==> config.mk <==
export PLATFORM = sky130hd
export DESIGN_NAME = instr_encoder_flat
export DESIGN_NICKNAME = d
export VERILOG_FILES = /design/src/rtl/instr_encoder_if.sv /design/src/rtl/instr_encoder.sv /design/src/flat_wrapper.sv
export SDC_FILE = /design/constraint.sdc
export NUM_CORES = 1
export LEC_CHECK = 0
export CORE_MARGIN = 4
export CORE_UTILIZATION = 40
export CTS_CLUSTER_SIZE = 16
export DETAILED_ROUTE_END_ITERATION = 10
export GPL_TIMING_DRIVEN = 0
export PLACE_DENSITY_LB_ADDON = 0.1
export SYNTH_ARGS = -nofsm -noshare
export SYNTH_HDL_FRONTEND = slang
export SYNTH_SLANG_ARGS = --single-unit
==> constraint.sdc <==
create_clock -name clk -period 2.8 [get_ports clk]
set_input_delay 0.42 -clock clk [delete_from_list [all_inputs] [get_ports clk]]
set_output_delay 0.42 -clock clk [all_outputs]
set_load 0.005 [all_outputs]
==> src/rtl/instr_encoder_if.sv <==
// Handshake bundle between a record producer, the instruction encoder and the
// word consumer. The master modport is the producer/consumer side.
interface instr_encoder_if;
  logic        in_valid;
  logic        in_ready;
  logic [3:0]  in_group;
  logic [3:0]  in_opcode;
  logic [3:0]  in_ra;
  logic [3:0]  in_rb;
  logic [3:0]  in_rc;
  logic [31:0] in_imm;
  logic        in_li;
  logic        out_valid;
  logic        out_ready;
  logic [31:0] out_word;
  logic        out_bad;
  logic [15:0] words_out;

  modport master (
    output in_valid, in_group, in_opcode, in_ra, in_rb, in_rc, in_imm, in_li,
    output out_ready,
    input  in_ready, out_valid, out_word, out_bad, words_out
  );

  modport slave (
    input  in_valid, in_group, in_opcode, in_ra, in_rb, in_rc, in_imm, in_li,
    input  out_ready,
    output in_ready, out_valid, out_word, out_bad, words_out
  );
endinterface

==> src/rtl/instr_encoder.sv <==
// Packs decoded-field records into Frost32 instruction words, expanding the
// load-immediate pseudo-op into one or two group-1 words, behind an output FIFO.
module instr_encoder #(
  parameter int unsigned FIFO_DEPTH = 4,
  parameter logic [3:0]  OPC_CPYHI  = 4'hE,
  parameter logic [3:0]  OPC_ORI    = 4'h5
) (
  input logic           clk,
  input logic           rst_n,
  instr_encoder_if.slave bus
);

  localparam int unsigned AW = $clog2(FIFO_DEPTH);
  localparam logic [AW:0] DEPTH_C = (AW+1)'(FIFO_DEPTH);

  typedef enum logic {IDLE, LI_LO} state_t;

  state_t        state_q, state_d;
  logic [AW-1:0] wr_ptr, rd_ptr;
  logic [AW:0]   count;
  logic [31:0]   mem_word [FIFO_DEPTH];
  logic          mem_bad  [FIFO_DEPTH];
  logic [3:0]    li_ra_q;
  logic [15:0]   li_lo_q;
  logic [15:0]   words_q;

  logic        fifo_space;
  logic        in_ready;
  logic        push, pop;
  logic [31:0] push_word;
  logic        push_bad;
  logic [31:0] enc_word;
  logic        enc_bad;
  logic        li_two;

  assign fifo_space = (count < DEPTH_C);
  assign pop        = (count != '0) && bus.out_ready;
  assign li_two     = |bus.in_imm[31:16];

  // Plain (non-li) record encoding.
  always_comb begin
    enc_word = '0;
    enc_bad  = 1'b0;
    case (bus.in_group)
      4'd0, 4'd3, 4'd4, 4'd6: begin
        enc_word = {bus.in_group, bus.in_ra, bus.in_rb, bus.in_rc, bus.in_opcode, 12'h000};
      end
      4'd1, 4'd2: begin
        enc_word = {bus.in_group, bus.in_ra, bus.in_rb, bus.in_opcode, bus.in_imm[15:0]};
        enc_bad  = !((&bus.in_imm[31:16]) || (~|bus.in_imm[31:16]));
      end
      4'd5: begin
        enc_word = {bus.in_group, bus.in_ra, bus.in_rb, bus.in_rc, bus.in_opcode, bus.in_imm[11:0]};
        enc_bad  = !((&bus.in_imm[31:11]) || (~|bus.in_imm[31:11]));
      end
      default: begin
        enc_word = '0;
        enc_bad  = 1'b1;
      end
    endcase
  end

  always_comb begin
    state_d   = state_q;
    in_ready  = 1'b0;
    push      = 1'b0;
    push_word = '0;
    push_bad  = 1'b0;
    case (state_q)
      IDLE: begin
        in_ready = fifo_space;
        if (bus.in_valid && fifo_space) begin
          push = 1'b1;
          if (bus.in_li) begin
            if (li_two) begin
              push_word = {4'h1, bus.in_ra, 4'h0, OPC_CPYHI, bus.in_imm[31:16]};
              state_d   = LI_LO;
            end else begin
              push_word = {4'h1, bus.in_ra, 4'h0, OPC_ORI, bus.in_imm[15:0]};
            end
          end else begin
            push_word = enc_word;
            push_bad  = enc_bad;
          end
        end
      end
      LI_LO: begin
        if (fifo_space) begin
          push      = 1'b1;
          push_word = {4'h1, li_ra_q, li_ra_q, OPC_ORI, li_lo_q};
          state_d   = IDLE;
        end
      end
      default: state_d = IDLE;
    endcase
  end

  always_ff @(posedge clk or negedge rst_n) begin
    if (!rst_n) begin
      state_q <= IDLE;
      li_ra_q <= '0;
      li_lo_q <= '0;
    end else begin
      state_q <= state_d;
      if (state_q == IDLE && bus.in_valid && fifo_space && bus.in_li) begin
        li_ra_q <= bus.in_ra;
        li_lo_q <= bus.in_imm[15:0];
      end
    end
  end

  // Storage needs no reset: the head is masked to zero whenever the FIFO is empty.
  always_ff @(posedge clk) begin
    if (push) begin
      mem_word[wr_ptr] <= push_word;
      mem_bad[wr_ptr]  <= push_bad;
    end
  end

  always_ff @(posedge clk or negedge rst_n) begin
    if (!rst_n) begin
      wr_ptr  <= '0;
      rd_ptr  <= '0;
      count   <= '0;
      words_q <= '0;
    end else begin
      if (push) wr_ptr <= wr_ptr + AW'(1);
      if (pop) begin
        rd_ptr  <= rd_ptr + AW'(1);
        words_q <= words_q + 16'd1;
      end
      case ({push, pop})
        2'b10:   count <= count + (AW+1)'(1);
        2'b01:   count <= count - (AW+1)'(1);
        default: count <= count;
      endcase
    end
  end

  assign bus.in_ready  = in_ready;
  assign bus.out_valid = (count != '0);
  assign bus.out_word  = (count != '0) ? mem_word[rd_ptr] : '0;
  assign bus.out_bad   = (count != '0) ? mem_bad[rd_ptr]  : 1'b0;
  assign bus.words_out = words_q;

endmodule

==> src/flat_wrapper.sv <==
// flat-port wrapper written by rule: the top's interface ports become plain ports
module instr_encoder_flat 
#(
  parameter int unsigned FIFO_DEPTH = 4,
  parameter logic [3:0]  OPC_CPYHI  = 4'hE,
  parameter logic [3:0]  OPC_ORI    = 4'h5
)
  (clk, rst_n, bus_in_valid, bus_in_group, bus_in_opcode, bus_in_ra, bus_in_rb, bus_in_rc, bus_in_imm, bus_in_li, bus_out_ready, bus_in_ready, bus_out_valid, bus_out_word, bus_out_bad, bus_words_out);
  instr_encoder_if bus_i ();
  input logic clk;
  input logic rst_n;
  input wire logic [$bits(bus_i.in_valid)-1:0] bus_in_valid;
  input wire logic [$bits(bus_i.in_group)-1:0] bus_in_group;
  input wire logic [$bits(bus_i.in_opcode)-1:0] bus_in_opcode;
  input wire logic [$bits(bus_i.in_ra)-1:0] bus_in_ra;
  input wire logic [$bits(bus_i.in_rb)-1:0] bus_in_rb;
  input wire logic [$bits(bus_i.in_rc)-1:0] bus_in_rc;
  input wire logic [$bits(bus_i.in_imm)-1:0] bus_in_imm;
  input wire logic [$bits(bus_i.in_li)-1:0] bus_in_li;
  input wire logic [$bits(bus_i.out_ready)-1:0] bus_out_ready;
  output wire logic [$bits(bus_i.in_ready)-1:0] bus_in_ready;
  output wire logic [$bits(bus_i.out_valid)-1:0] bus_out_valid;
  output wire logic [$bits(bus_i.out_word)-1:0] bus_out_word;
  output wire logic [$bits(bus_i.out_bad)-1:0] bus_out_bad;
  output wire logic [$bits(bus_i.words_out)-1:0] bus_words_out;
  assign bus_i.in_valid = bus_in_valid;
  assign bus_i.in_group = bus_in_group;
  assign bus_i.in_opcode = bus_in_opcode;
  assign bus_i.in_ra = bus_in_ra;
  assign bus_i.in_rb = bus_in_rb;
  assign bus_i.in_rc = bus_in_rc;
  assign bus_i.in_imm = bus_in_imm;
  assign bus_i.in_li = bus_in_li;
  assign bus_i.out_ready = bus_out_ready;
  assign bus_in_ready = bus_i.in_ready;
  assign bus_out_valid = bus_i.out_valid;
  assign bus_out_word = bus_i.out_word;
  assign bus_out_bad = bus_i.out_bad;
  assign bus_words_out = bus_i.words_out;
  instr_encoder #(.FIFO_DEPTH(FIFO_DEPTH), .OPC_CPYHI(OPC_CPYHI), .OPC_ORI(OPC_ORI)) u_core (.clk(clk), .rst_n(rst_n), .bus(bus_i));
endmodule
**Word-level counts from Yosys, hierarchy flattened**

Memory sizes are Yosys's and may differ from the RTL's.
Index checks and enable logic that the tools add are counted.

- Flip-flop bits (word level): 44
- Memory bits (writable): 132
- Input bits: 57
- Output and inout port bits: 51
- Logic and storage cells: 68
- Memories: 2

- Add/sub/neg operators: 5
- Order comparisons: 1
- Equality and inequality tests: 8
- Multiplexer cells: 24
- Bitwise operators: 1
- Reduce and logical (&&, ||, !) cells: 20

Memory list:

| name | depth | bits a word | rd ports | clocked after memory_dff | write ports | RTL line | text |
|---|---|---|---|---|---|---|---|
| u_core.mem_word | 4 | 32 | 1 | 0 | 1 | instr_encoder.sv:21 | `logic [31:0] mem_word [FIFO_DEPTH];` |
| u_core.mem_bad | 4 | 1 | 1 | 0 | 1 | instr_encoder.sv:22 | `logic mem_bad [FIFO_DEPTH];` |

Operator list:

| kind | number |
|---|---|
| 32-bit two-way mux | 3 |
| 32-bit one-hot mux with 3 select lines | 1 |
| 32-bit one-hot mux with 2 select lines | 1 |
| 29-bit two-way mux | 1 |
| 21-bit AND reduction | 1 |
| 21-bit OR reduction | 1 |
| 20-bit two-way mux | 1 |
| 16-bit by 1-bit adder with 16-bit output (second input constant) | 1 |
| 16-bit AND reduction | 1 |
| 16-bit OR reduction | 1 |
| 1-bit two-way mux | 13 |
| 4-bit by 3-bit equality test with 1-bit output (second input constant) | 3 |
| 4-bit by 2-bit equality test with 1-bit output (second input constant) | 2 |
| 3-bit one-hot mux with 2 select lines | 1 |
| 1-bit logical AND | 5 |
| 2-bit by 1-bit adder with 2-bit output (second input constant) | 2 |
| 4-bit by 1-bit equality test with 1-bit output (second input constant) | 1 |
| 1-bit zero test | 4 |
| 4-bit zero test | 1 |
| 1-bit one-hot mux with 2 select lines | 2 |
| 4-bit OR reduction | 1 |
| 3-bit by 1-bit adder with 3-bit output (second input constant) | 1 |
| 3-bit < comparator (second input constant) | 1 |
| 1-bit one-hot mux with 3 select lines | 1 |
| other kinds (8) | 9 |

**Longest topological paths before layout**

Gate-level depths: netlist of run 1.

- Depth in word-level cells: 8
- Mapped depth: 10

**Worst setup path after synthesis of run 1**

Ideal clock, no wire load.

- Kind: flip-flop to flip-flop
- Start: reg u_core.count[2]
- End: mem u_core.mem_bad[0] (enable)
- Library setup time: 0.427 ns
- Arrival time: 2.369 ns
- Data required time: 2.373 ns
- Path slack: 0.004 ns
- Cell stages (with the launch flop): 6
- Buffers on the path: 2
- Clock period less this slack: 2.796 ns
- Cells stage by stage: dfrtp_1 -> buf_4 -> nor2b_1 -> buf_2 -> nor2_2 -> nor2b_1

- Word-level cells in the longest chain between the ends: 6

Ends and longest elaborated chain:

| what | RTL line | text |
|---|---|---|
| start, declared | instr_encoder.sv:20 | `logic [AW:0] count;` |
| start signal, assigned | instr_encoder.sv:133 | `2'b10: count <= count + (AW+1)'(1);` |
| start signal, assigned | instr_encoder.sv:134 | `2'b01: count <= count - (AW+1)'(1);` |
| start signal, assigned | instr_encoder.sv:135 | `default: count <= count;` |
| 3-bit < comparator (*) | instr_encoder.sv:36 | `assign fifo_space = (count < DEPTH_C);` |
| 1-bit logical AND | instr_encoder.sv:72 | `if (bus.in_valid && fifo_space) begin` |
| 1-bit two-way mux | instr_encoder.sv:72 |  |
| 1-bit one-hot mux with 2 select lines (*) | instr_encoder.sv:69 | `case (state_q)` |
| 1-bit two-way mux (*) | instr_encoder.sv:114 | `if (push) begin` |
| 1-bit two-way mux (not written as such) (*) | instr_encoder.sv:116 | `mem_bad[wr_ptr] <= push_bad;` |
| end, declared | instr_encoder.sv:22 |  |

Every way passes the cells marked *; elsewhere a longest branch is shown, timed or not.

**Worst setup path in the final report of run 1**

- Start: reg u_core.rd_ptr[0]
- End: out bus_out_word[6]

- Word-level cells in the longest chain between the ends: 2

Ends and longest elaborated chain:

| what | RTL line | text |
|---|---|---|
| start, declared | instr_encoder.sv:19 | `logic [AW-1:0] wr_ptr, rd_ptr;` |
| start signal, assigned | instr_encoder.sv:129 | `rd_ptr <= rd_ptr + AW'(1);` |
| memory read 4 x 32 bit | - |  |
| 32-bit two-way mux | instr_encoder.sv:142 | `assign bus.out_word = (count != '0) ? mem_word[rd_ptr] : '0;` |
| end, declared | flat_wrapper.sv:23 | `output wire logic [$bits(bus_i.out_word)-1:0] bus_out_word;` |

No other way between the ends.

==> results of run 1 <==
[kinds of logic after synthesis]
logic type                 after synthesis
and+or+nand+nor                        116
DFF                                    176
AOI/OAI and AO/OA                       64
xor gates and xnor gates                22
buffers and inverters                   36
muxes                                   56
adders and majority gates                7
other                                    1
[per-stage QoR]
step / total power [mW] / cell area (um^2)
after floorplan: 6.05 / 7750
after global placement: 7.66 / 9110
after detailed placement: 7.85 / 9240
after CTS: 10.2 / 9880
after global routing: 10.7 / 9900
final: 10.1 / 9900
[final cells by class]
cell class	count	area, um^2	share of cell area
flip-flops and latches	176	5060	0.512
multi-input cells	269	2530	0.255
repair buffers	113	1180	0.119
clock buffers	17	425	0.0430
well taps	260	325	0.0329
plain buffers	27	198	0.0200
clock inverters	14	140	0.0142
inverters	9	33.8	0.00341
[path summary, 6_finish.rpt]
kind | end | slack [ns]
max | bus_out_word[6] | 0.12
min | u_core.mem_word[1][30]$_DFFE_PP_ | 0.40
max reg2reg | u_core.count[2]$_DFFE_PN0P_ | 0.24
min reg2reg | u_core.bus.words_out[15]$_DFFE_PN0N_ | 0.49
max in group asynchronous | u_core.li_lo_q[10]$_DFFE_PN0P_ | 1.87
min in group asynchronous | u_core.wr_ptr[1]$_DFFE_PN0P_ | 0.42
[critical path, delay by kind of cell, from the launching register on]
kind                   cells  cell delay, ns
buffers and inverters      3            0.82
multiplexers               1            0.51
flip-flops                 1            0.34
AND/OR/NAND/NOR            1            0.16
[timing repair]
action | in CTS | in global routing
hold endpoints to repair | 10 | 0
pin swaps | 1 | 0
resized for setup | 10 | 4
hold buffers | 1 | 0
buffers inserted | 3 | 0
endpoints found under the setup margin | 30 | 20
[layer usage]
metal	vias up	global-route usage
met1	2318	0.218
met2	100	0.291
met5	-	0
met4	0	0.0424
met3	15	0.0494
li1	2123	-
[state kept, by name, summed over array words and instances, names as in the netlist]
register,flops
u_core.wr_ptr,2
u_core.count,3
u_core.mem_bad,4
u_core.mem_word,128
u_core.state_q,1
u_core.li_lo_q,16
u_core.rd_ptr,2
u_core.bus.words_out,16
u_core.li_ra_q,4
[placed cells by master (no fill, tap or decap), types with 5 or more instances in the layout]
master / instances
xor2_1: 7
buf_12: 7
nor4_1: 6
mux4_2: 33
nor2b_1: 34
o21ai_1: 12
nor2_1: 9
xnor2_1: 15
inv_1: 8
clkdlybuf4s50_1: 103
clkbuf_16: 17
nand4_1: 7
ha_1: 6
edfxtp_1: 132
a21oi_1: 6
buf_2: 12
nand3_1: 8
nand2_1: 25
a22oi_1: 13
a22o_1: 8
dfrtp_1: 44
buf_4: 5
mux2_2: 19
[power groups by stage]
stage,logic (mW),registers [mW],clock network [mW]
floorplan,2.12,3.94,0
global placement,3.67,4.00,0
detailed placement,3.85,3.99,0
CTS,3.95,3.95,2.31
global route,4.22,4.01,2.45
finish,3.87,3.95,2.27
==> summary.txt, run 1 <==
Status
  – Status: completed

STA
  – Final setup fails: 0
  – Worst slew pin tran: around 0.72 ns
  – Fmax: around 370 MHz
  – Final WS setup: 0.123 ns
  – Hold Vio Cnt, Final: 0
  – Final hold slack: slightly above 0.4 ns
  – TNS Setup: 0 ns
  – Period Utilization, post-route: 0.956
  – Max_slew headroom: 0.516
  – Final Max Slew Viols: 0
  – Fin Clk Skew: 0.00710 ns
  – Min Tclk post-route: 2.68 ns

Min path
  – Hold Path Stages: 2
  – Hold crit path type: in -> reg
  – Hold Crit Start: bus_in_group[0]

Power
  – Comb power frac: 0.384
  – Pint: 7.12 mW
  – Sw frac: 0.294
  – Lkg Pwr: 3.49 nW
  – Worst vdd rail ir drop: about 0.00047 V
  – Sequential power share: 0.392
  – Pwr/cell area: between 1000 and 1500 nW/um^2
  – Psw: a little under 3 mW
  – Clock share of power: 0.225

Synth
  – XOR/XNOR Fraction of Synth Area: 0.0249
  – Synth Area in Compound Gates: 0.0632
  – Mapped Avg Cell Area: between 15 and 20 um^2
  – Library cells used by synthesis: 53
  – Synth area leader: edfxtp_1
  – Most common cell in the synthesized netlist: edfxtp_1
  – Cells after synthesis: about 480
  – FF+latch count, synth: 176
  – Sequential share of the synthesized area: 0.655
  – Post-synth top cells: edfxtp_1 (132), dfrtp_1 (44), nor2b_1 (38)
  – Synth warn: 0
  – Largest family of logic cells by synthesized area: multiplexers
  – Mapped cell area: just under 8000 um^2
  – Multiplexer area fraction after synthesis: 0.129
  – Top_reg_cell synth: edfxtp_1
  – Async set or reset register ratio after synthesis: 0.250
  – Post-synth EDFFs: roughly 130
  – Post-synthesis adder-cell area fraction: 0.0123
  – Synth top area share: 0.512
  – Synth Area in Simple Gates: 0.0902
  – Synth area leaders: edfxtp_1 (51%), dfrtp_1 (14%), mux4_2 (9.6%)

Critical path
  – Worst Setup SP: u_core.rd_ptr[0]$_DFFE_PN0N_
  – Req. time, crit path: ~2.4 ns
  – CP Class: reg -> out
  – Critical path arrival: around 2.3 ns
  – Critical Path, Cell by Cell: buf_6, buf_12, mux4_2, nor2b_1, clkdlybuf4s50_1
  – Critical Path Source Type: flop
  – Critical Path End Type: output pin
  – CP max stage delay: ~0.5 ns
  – Reg2reg start: u_core.state_q$_DFF_PN0_
  – CP Max Fanout: 10
  – Worst R2R Path Depth: 9
  – Slowest cell on the critical path: mux4_2

Die
  – IO Count: ~110
  – Initial core utilization: 0.410
  – Die Ht: between 100 and 150 um
  – Width of the die: 147 um
  – Core area: 18900 um^2
  – Row Count: 50
  – Die Area: 21600 um^2

GRT
  – GRT overflow: 0
  – Pin count of the biggest net entering global routing: 35
  – Vias in the first global route: 4844
  – Gr usage total: 0.171
  – Global-route wire length before repair: between 20000 and 30000 um
  – Initial antenna violation count: 0

Run
  – Max-cap viol count: 0

Routing
  – WL/cell: a little over 20 um
  – Top sig layer: met4
  – Routed wl met2: 9200 um
  – WL final: ~18000 um
  – Post-DR vias/cell: approximately 5.1
  – DR pass1 iterations: 4
  – Via count: 4556
  – Metal-1 WL: 7710 um
  – Routed wl met3: about 880 um
  – Drt first-iter violations: roughly 210
  – Final ANT Viol Nets: 0
  – DRC violations left: 0

Layout
  – Final Util: 0.524
  – Final Non-Filler Cells: between 800 and 900
  – N_diodes: 0
  – Area growth syn-to-layout: 27.9%
  – Fill cell count: 1600
  – Final net count: 677
  – Share of cells above drive strength 1: 0.213

Placed design
  – Post-detail-place hpwl: about 13000 um
  – Placed cells: 850
  – Port bufs: roughly 100
  – Post-placement setup slack: -0.111 ns
  – GP Congestion: about 0.82

Clock tree
  – CTS buffer count: 17
  – Clk buf depth: 2
  – CTS Root Buffer Type: clkbuf_16
  – Clock transition at path regs: 0.07 ns
  – Worst-Skew Late Latency: 0.42 ns
  – CTS Sinks: between 150 and 200
  – CTS tree: done
  – H-Tree Depth: 4
(Power assumes the default switching activity.)
==> inputs of run 2 (changes only) <==
- ABC_AREA: not set -> 1
- CORE_ASPECT_RATIO: not set -> 0.8
==> run 2 against run 1 <==
Against the previous run: count of clock-buffer cells in the layout unchanged; critical endpoint is now bus_out_word[2]; global-route usage increased by 1.9 points; first-iteration DRC count grew to 2.7 times the previous value; clock power is 11% higher; sequential share of layout area down 2.7 points; critical path depth grew 1; synthesized cell count increased by 85%; routed wire length grew 20%; clock skew barely moved; hold slack worse by 0.015 ns.
==> summary.txt, run 2 <==
Synth
  – Library cells used by synthesis: 29 (was 53)
  – Post-synth EDFFs: 132 (unchanged)
  – Synth area leaders: edfxtp_1 (48%), dfrtp_1 (13%), nand2_1 (9.7%) (was edfxtp_1 (51%), dfrtp_1 (14%), mux4_2 (9.6%))
  – Cells after synthesis: 883 (was 478)
  – Top_reg_cell synth: edfxtp_1 (unchanged)
  – Mapped Avg Cell Area: 9.26 um^2 (was 16.2 um^2)
  – Async set or reset register ratio after synthesis: 0.250 (unchanged)
  – Mapped cell area: 8180 um^2 (was 7740 um^2)
  – Sequential share of the synthesized area: 0.620 (was 0.655)
  – Synth top area share: 0.485 (was 0.512)
  – Synth warn: 0 (unchanged)
  – FF+latch count, synth: 176 (unchanged)
  – Synth area leader: edfxtp_1 (unchanged)
  – Most common cell in the synthesized netlist: nand2_1 (was edfxtp_1)
  – Post-synth top cells: nand2_1 (212), nor2_1 (176), edfxtp_1 (132) (was edfxtp_1 (132), dfrtp_1 (44), nor2b_1 (38))

Die
  – Core area: 20000 um^2 (was 18900 um^2)
  – Die Area: 22800 um^2 (was 21600 um^2)
  – Die Ht: 136 um (was 147 um)
  – Width of the die: 168 um (was 147 um)
  – Initial core utilization: 0.409 (was 0.410)
  – IO Count: 108 (unchanged)
  – Row Count: 46 (was 50)

STA
  – Fmax: 371 MHz (was 374 MHz)
  – Fin Clk Skew: 0.00719 ns (was 0.00710 ns)
  – Final setup fails: 0 (unchanged)
  – Unrepaired setup endpoints after global routing: false
  – Hold Vio Cnt, Final: 0 (unchanged)
  – Max_slew headroom: 0.345 (was 0.516)
  – Period Utilization, post-route: 0.962 (was 0.956)
  – Worst slew pin tran: 0.958 ns (was 0.725 ns)
  – Final Max Slew Viols: 0 (unchanged)
  – Min Tclk post-route: 2.69 ns (was 2.68 ns)

Min path
  – Hold crit path type: in -> async (was in -> reg)

Critical path
  – Slowest cell on the critical path: clkdlybuf4s50_1 (was mux4_2)
  – Critical path arrival: 2.27 ns (was 2.26 ns)
  – Req. time, crit path: 2.38 ns (about the same)
  – Critical Path End Type: output pin (unchanged)
  – CP Max Fanout: 10 (unchanged)
  – Buffers plus inverters on the worst setup path: 3 (unchanged)
  – CP max stage delay: 0.55 ns (was 0.51 ns)
  – Critical path's top delay family: buffers and inverters (unchanged)
  – Critical Path, Cell by Cell: inv_1, clkbuf_2, nor2_1, o21ai_1, a21oi_1, clkdlybuf4s50_1 (was buf_6, buf_12, mux4_2, nor2b_1, clkdlybuf4s50_1)
  – Reg-to-reg setup timing slack: 0.37 ns (was 0.24 ns)
  – CP Class: reg -> out (unchanged)
  – Critical Path Source Type: flop (unchanged)

Clock tree
  – Worst-Skew Late Latency: 0.43 ns (was 0.42 ns)
  – Clock transition at path regs: 0.06 ns (was 0.07 ns)
  – CTS buffer count: 17 (unchanged)
  – CTS Root Buffer Type: clkbuf_16 (unchanged)
  – CTS Sinks: 176 (unchanged)
  – CTS tree: done (unchanged)
  – H-Tree Depth: 4 (unchanged)
  – Clk buf depth: 2 (unchanged)

Routing
  – Drt first-iter violations: 554 (was 209)
  – Final ANT Viol Nets: 0 (unchanged)
  – DR pass1 iterations: 5 (was 4)
  – Post-DR vias/cell: 4.91 (was 5.15)
  – DRC violations left: 0 (unchanged)
  – WL/cell: 16.6 um (was 20.3 um)
  – Via count: 6350 (was 4556)
  – WL final: 21500 um (was 18000 um)

Status
  – Status: completed (unchanged)

Layout
  – Area growth syn-to-layout: 27.9% (about the same)
  – Post-route cell area: 10500 um^2 (was 9900 um^2)
  – Final Util: 0.523 (was 0.524)
  – Most common cell after layout, fill and taps aside: nand2_1 (was edfxtp_1)
  – Share of cells above drive strength 1: 0.0942 (was 0.213)
  – N_diodes: 0 (unchanged)
  – Most frequent cells in the layout: nand2_1 (212), nor2_1 (172), edfxtp_1 (132) (was edfxtp_1 (132), clkdlybuf4s50_1 (103), dfrtp_1 (44))
  – Largest Register: u_core.mem_word (unchanged)
  – Final net count: 1083 (was 677)
  – Max reg flops: 128 (unchanged)

GRT
  – Initial antenna violation count: 0 (unchanged)
  – GRT overflow: 0 (unchanged)
  – Pin count of the biggest net entering global routing: 36 (was 35)
  – Global-route wire length before repair: 33100 um (was 27700 um)
  – Gr usage total: 0.190 (was 0.171)
  – Vias in the first global route: 5843 (was 4844)

Power
  – Pwr Total: 10.9 mW (was 10.1 mW)
  – Pwr/cell area: 1040 nW/um^2 (was 1020 nW/um^2)
  – Worst vdd rail ir drop: 0.000539 V (was 0.000470 V)
  – Lkg Pwr: 4.21 nW (was 3.49 nW)

Placed design
  – GP Congestion: 0.864 (was 0.820)
  – Post-detail-place hpwl: 15200 um (was 12900 um)
  – Port bufs: 107 (was 104)
  – Post-placement cell area: 9730 um^2 (was 9240 um^2)

Run
  – Max-cap viol count: 0 (unchanged)
-- run 2: stage by stage --
step	setup slack [ns]	TNS [ns]	std cells	hold slack, ns
after detailed placement	0.0597	0	1262	0.307
after floorplan	-0.0483	-6.38	886	0.124
after global placement	-1.71	-221.49	1257	0.454
final	0.105	0	1294	0.388
after CTS	0.0116	0	1291	0.387
after global routing	0.00217	0	1294	0.400
-- run 2: metal layers --
layer,GRT usage,share of wire,vias up
li1,-,-,3198
met1,0.291,0.50,2963
met2,0.280,0.44,172
met3,0.0392,0.046,17
met4,0.0410,0.011,0
met5,0,0,-
-- run 2: power breakdown --
part,leakage (nW),switching (mW),internal (mW)
Clock,0.304,1.02,1.51
Combinational,2.15,2.46,1.92
Sequential,1.76,0.312,3.64
Total,4.21,3.79,7.07
-- run 2: cell families (layout without fill, tap and decap cells) --
logic type,Yosys count,count (layout),share of synthesized area
other,1,4,0.000459
AND/OR/NAND/NOR,460,460,0.228
buffers and inverters,101,245,0.0481
adder cells (fa/ha/maj),7,7,0.0116
flip-flops,176,176,0.620
AO/OA/AOI/OAI,125,125,0.0779
XOR/XNOR,13,13,0.0139
-- run 2: cell type report --
type | count | area, um^2
Buffer | 36 | 199
Clock inverter | 13 | 200
Clock buffer | 17 | 425
Fill cell | 1812 | 9520
Tap cell | 264 | 330
Sequential cell | 176 | 5070
Multi-Input combinational cell | 609 | 2770
Timing Repair Buffer | 116 | 1230
Inverter | 63 | 236
-- run 2: worst paths after layout --
check / from / endpoint / cells after the start
min: rst_n / u_core.bus.words_out[8]$_DFFE_PN0N_ / 2
min in group clk: u_core.li_lo_q[10]$_DFFE_PN0P_ / u_core.li_lo_q[10]$_DFFE_PN0P_ / 2
max in group asynchronous: rst_n / u_core.rd_ptr[1]$_DFFE_PN0N_ / 3
max reg2reg: u_core.count[2]$_DFFE_PN0P_ / u_core.count[2]$_DFFE_PN0P_ / 11
min reg2reg: u_core.li_lo_q[10]$_DFFE_PN0P_ / u_core.li_lo_q[10]$_DFFE_PN0P_ / 2
max: u_core.rd_ptr[1]$_DFFE_PN0N_ / bus_out_word[2] / 6
-- run 2: timing repair --
action / 4_1_cts / 5_1_grt
gates resized for setup: 21 / 18
endpoints found under the hold margin: 9 / 0
setup buffers: 0 / 3
endpoints found under the setup margin: 34 / 27
hold buffers: 1 / 0
pin swaps: 0 / 2
-- run 2: worst reg2reg max path, stage by stage, from the launching register on --
cell and delay [ns]:
dfrtp_1 0.44, inv_2 0.08, nand2_1 0.18, nor2_4 0.11, nor2_2 0.13, buf_2 0.32, ha_1 0.21, inv_1 0.07
fa_1 0.38, a21oi_1 0.14, o21ai_0 0.11, xor2_1 0.15
==> RTL edit (flow settings as in run 1) <==
`FIFO_DEPTH` is set to 4 in 2 places; all go to 8.
--- a/src/rtl/instr_encoder.sv
+++ b/src/rtl/instr_encoder.sv
@@ -3,3 +3,3 @@
 module instr_encoder #(
-  parameter int unsigned FIFO_DEPTH = 4,
+  parameter int unsigned FIFO_DEPTH = 8,
   parameter logic [3:0]  OPC_CPYHI  = 4'hE,
--- a/src/flat_wrapper.sv
+++ b/src/flat_wrapper.sv
@@ -3,3 +3,3 @@
 #(
-  parameter int unsigned FIFO_DEPTH = 4,
+  parameter int unsigned FIFO_DEPTH = 8,
   parameter logic [3:0]  OPC_CPYHI  = 4'hE,
Function: changed (a bounded check fails within 10 cycles, from zero or initial values and one cycle with rst_n low).
==> RTL edit against run 1 <==
The flow now finishes with violations (setup timing); wire length grew 88%; count of clock-buffer cells in the layout increased by 33; worst setup slack got worse by 0.25 ns; core utilization is 0.58 points lower; via count up 69%; sequential cell count increased by 135; register-to-register slack is essentially flat; total power up 67%; sequential power rose by 65%; design area grew 66%; synthesized area grew 68%; largest power group unchanged; highest routed layer is now met5.
==> RTL edit: results (changes against run 1) <==
- Outcome: finished with violations
- Violations in the final reports: setup timing
- Via count of the first global-routing pass: 7836 (+62%)
- Half-perimeter wire length of the detailed placement result: 22100 µm (+71%)
- Number of antenna violations at the first check in global routing: 4 (+4)
- TritonRoute pass-1 iters: 5 (+1)
- Layout Nets: 1033 (+53%)
- Setup slack after layout: -0.127 ns (-0.250 ns)
- Setup Buffers After CTS: 10 (+7)
- Instance area at placement: 0.0150 mm² (+62%)
- Final RePlAce weighted congestion: 0.810 (-1.3%)
- Via total after detailed routing: 7698 (+69%)
- Fraction of synthesis flops using an asynchronous set or reset pin: 0.151 (-0.0989)
- Reported leakage power: 5.99 nW (+72%)
- Largest buffer count on any clock path: 3 (+1)
- PostCTS Resize Cnt: 93 (+83)
- GRT Total Usage: 0.190 (+0.0187)
- CTS Buf Count: 35 (+18)
- Setup TNS after final layout: -0.417 ns (-0.417 ns)
- Area fraction in compound gates after synthesis: 0.0477 (-0.0155)
- Register area share after synthesis: 0.700 (+0.0454)
- Internal: 11.7 mW (+64%)
- IO Port Bufs: 106 (+1.9%)
- Pre-CTS worst setup slack: -0.636 ns (-0.524 ns)
- Critical path startpoint: u_core.rd_ptr[0]
- Setup-violating endpoint count in the final report: 8 (+8)
- Count of flip-flops with a built-in enable after synthesis: 264 (+100%)
- Max reg flops: 256 (+100%)
- Cell types with the highest counts after synthesis: edfxtp_1, nand2_1, mux4_2
- Crit path DAT: 2.51 ns (+0.25 ns)
- Worst slew slack as a fraction of its limit: 0.409 (-0.107)
- Cells taking the most area after synthesis: edfxtp_1, mux4_2, dfrtp_1
- Start of the worst register-to-register path: u_core.count[3]
RTL edit: cell types whose count changed after synthesis, moves of 10 or more:
cell,delta
o21ai_1,-10
nand2_1,+73
mux2i_1,+34
nor2b_1,-36
mux2_2,-19
edfxtp_1,+132
mux4_2,+33
clkbuf_1,+21
a22oi_1,-11
nor2_1,+52
a32oi_1,+12
o21ai_0,+17
RTL edit: routing by layer:
metal / global-route usage / part of all wire
met5: 0 / 0.0012
met4: 0.0390 / 0.014
met3: 0.0437 / 0.059
met2: 0.311 / 0.50
met1: 0.264 / 0.43
RTL edit: layout make-up:
class / count / area (µm²)
clock buffer: 50 / 975
sequential: 311 / 9100
multi-input combinational: 426 / 3830
inverter: 10 / 40.0
buffer: 44 / 335
tap: 435 / 544
fill: 2641 / 15300
timing repair buffer: 141 / 1560
clock inverter: 12 / 77.6
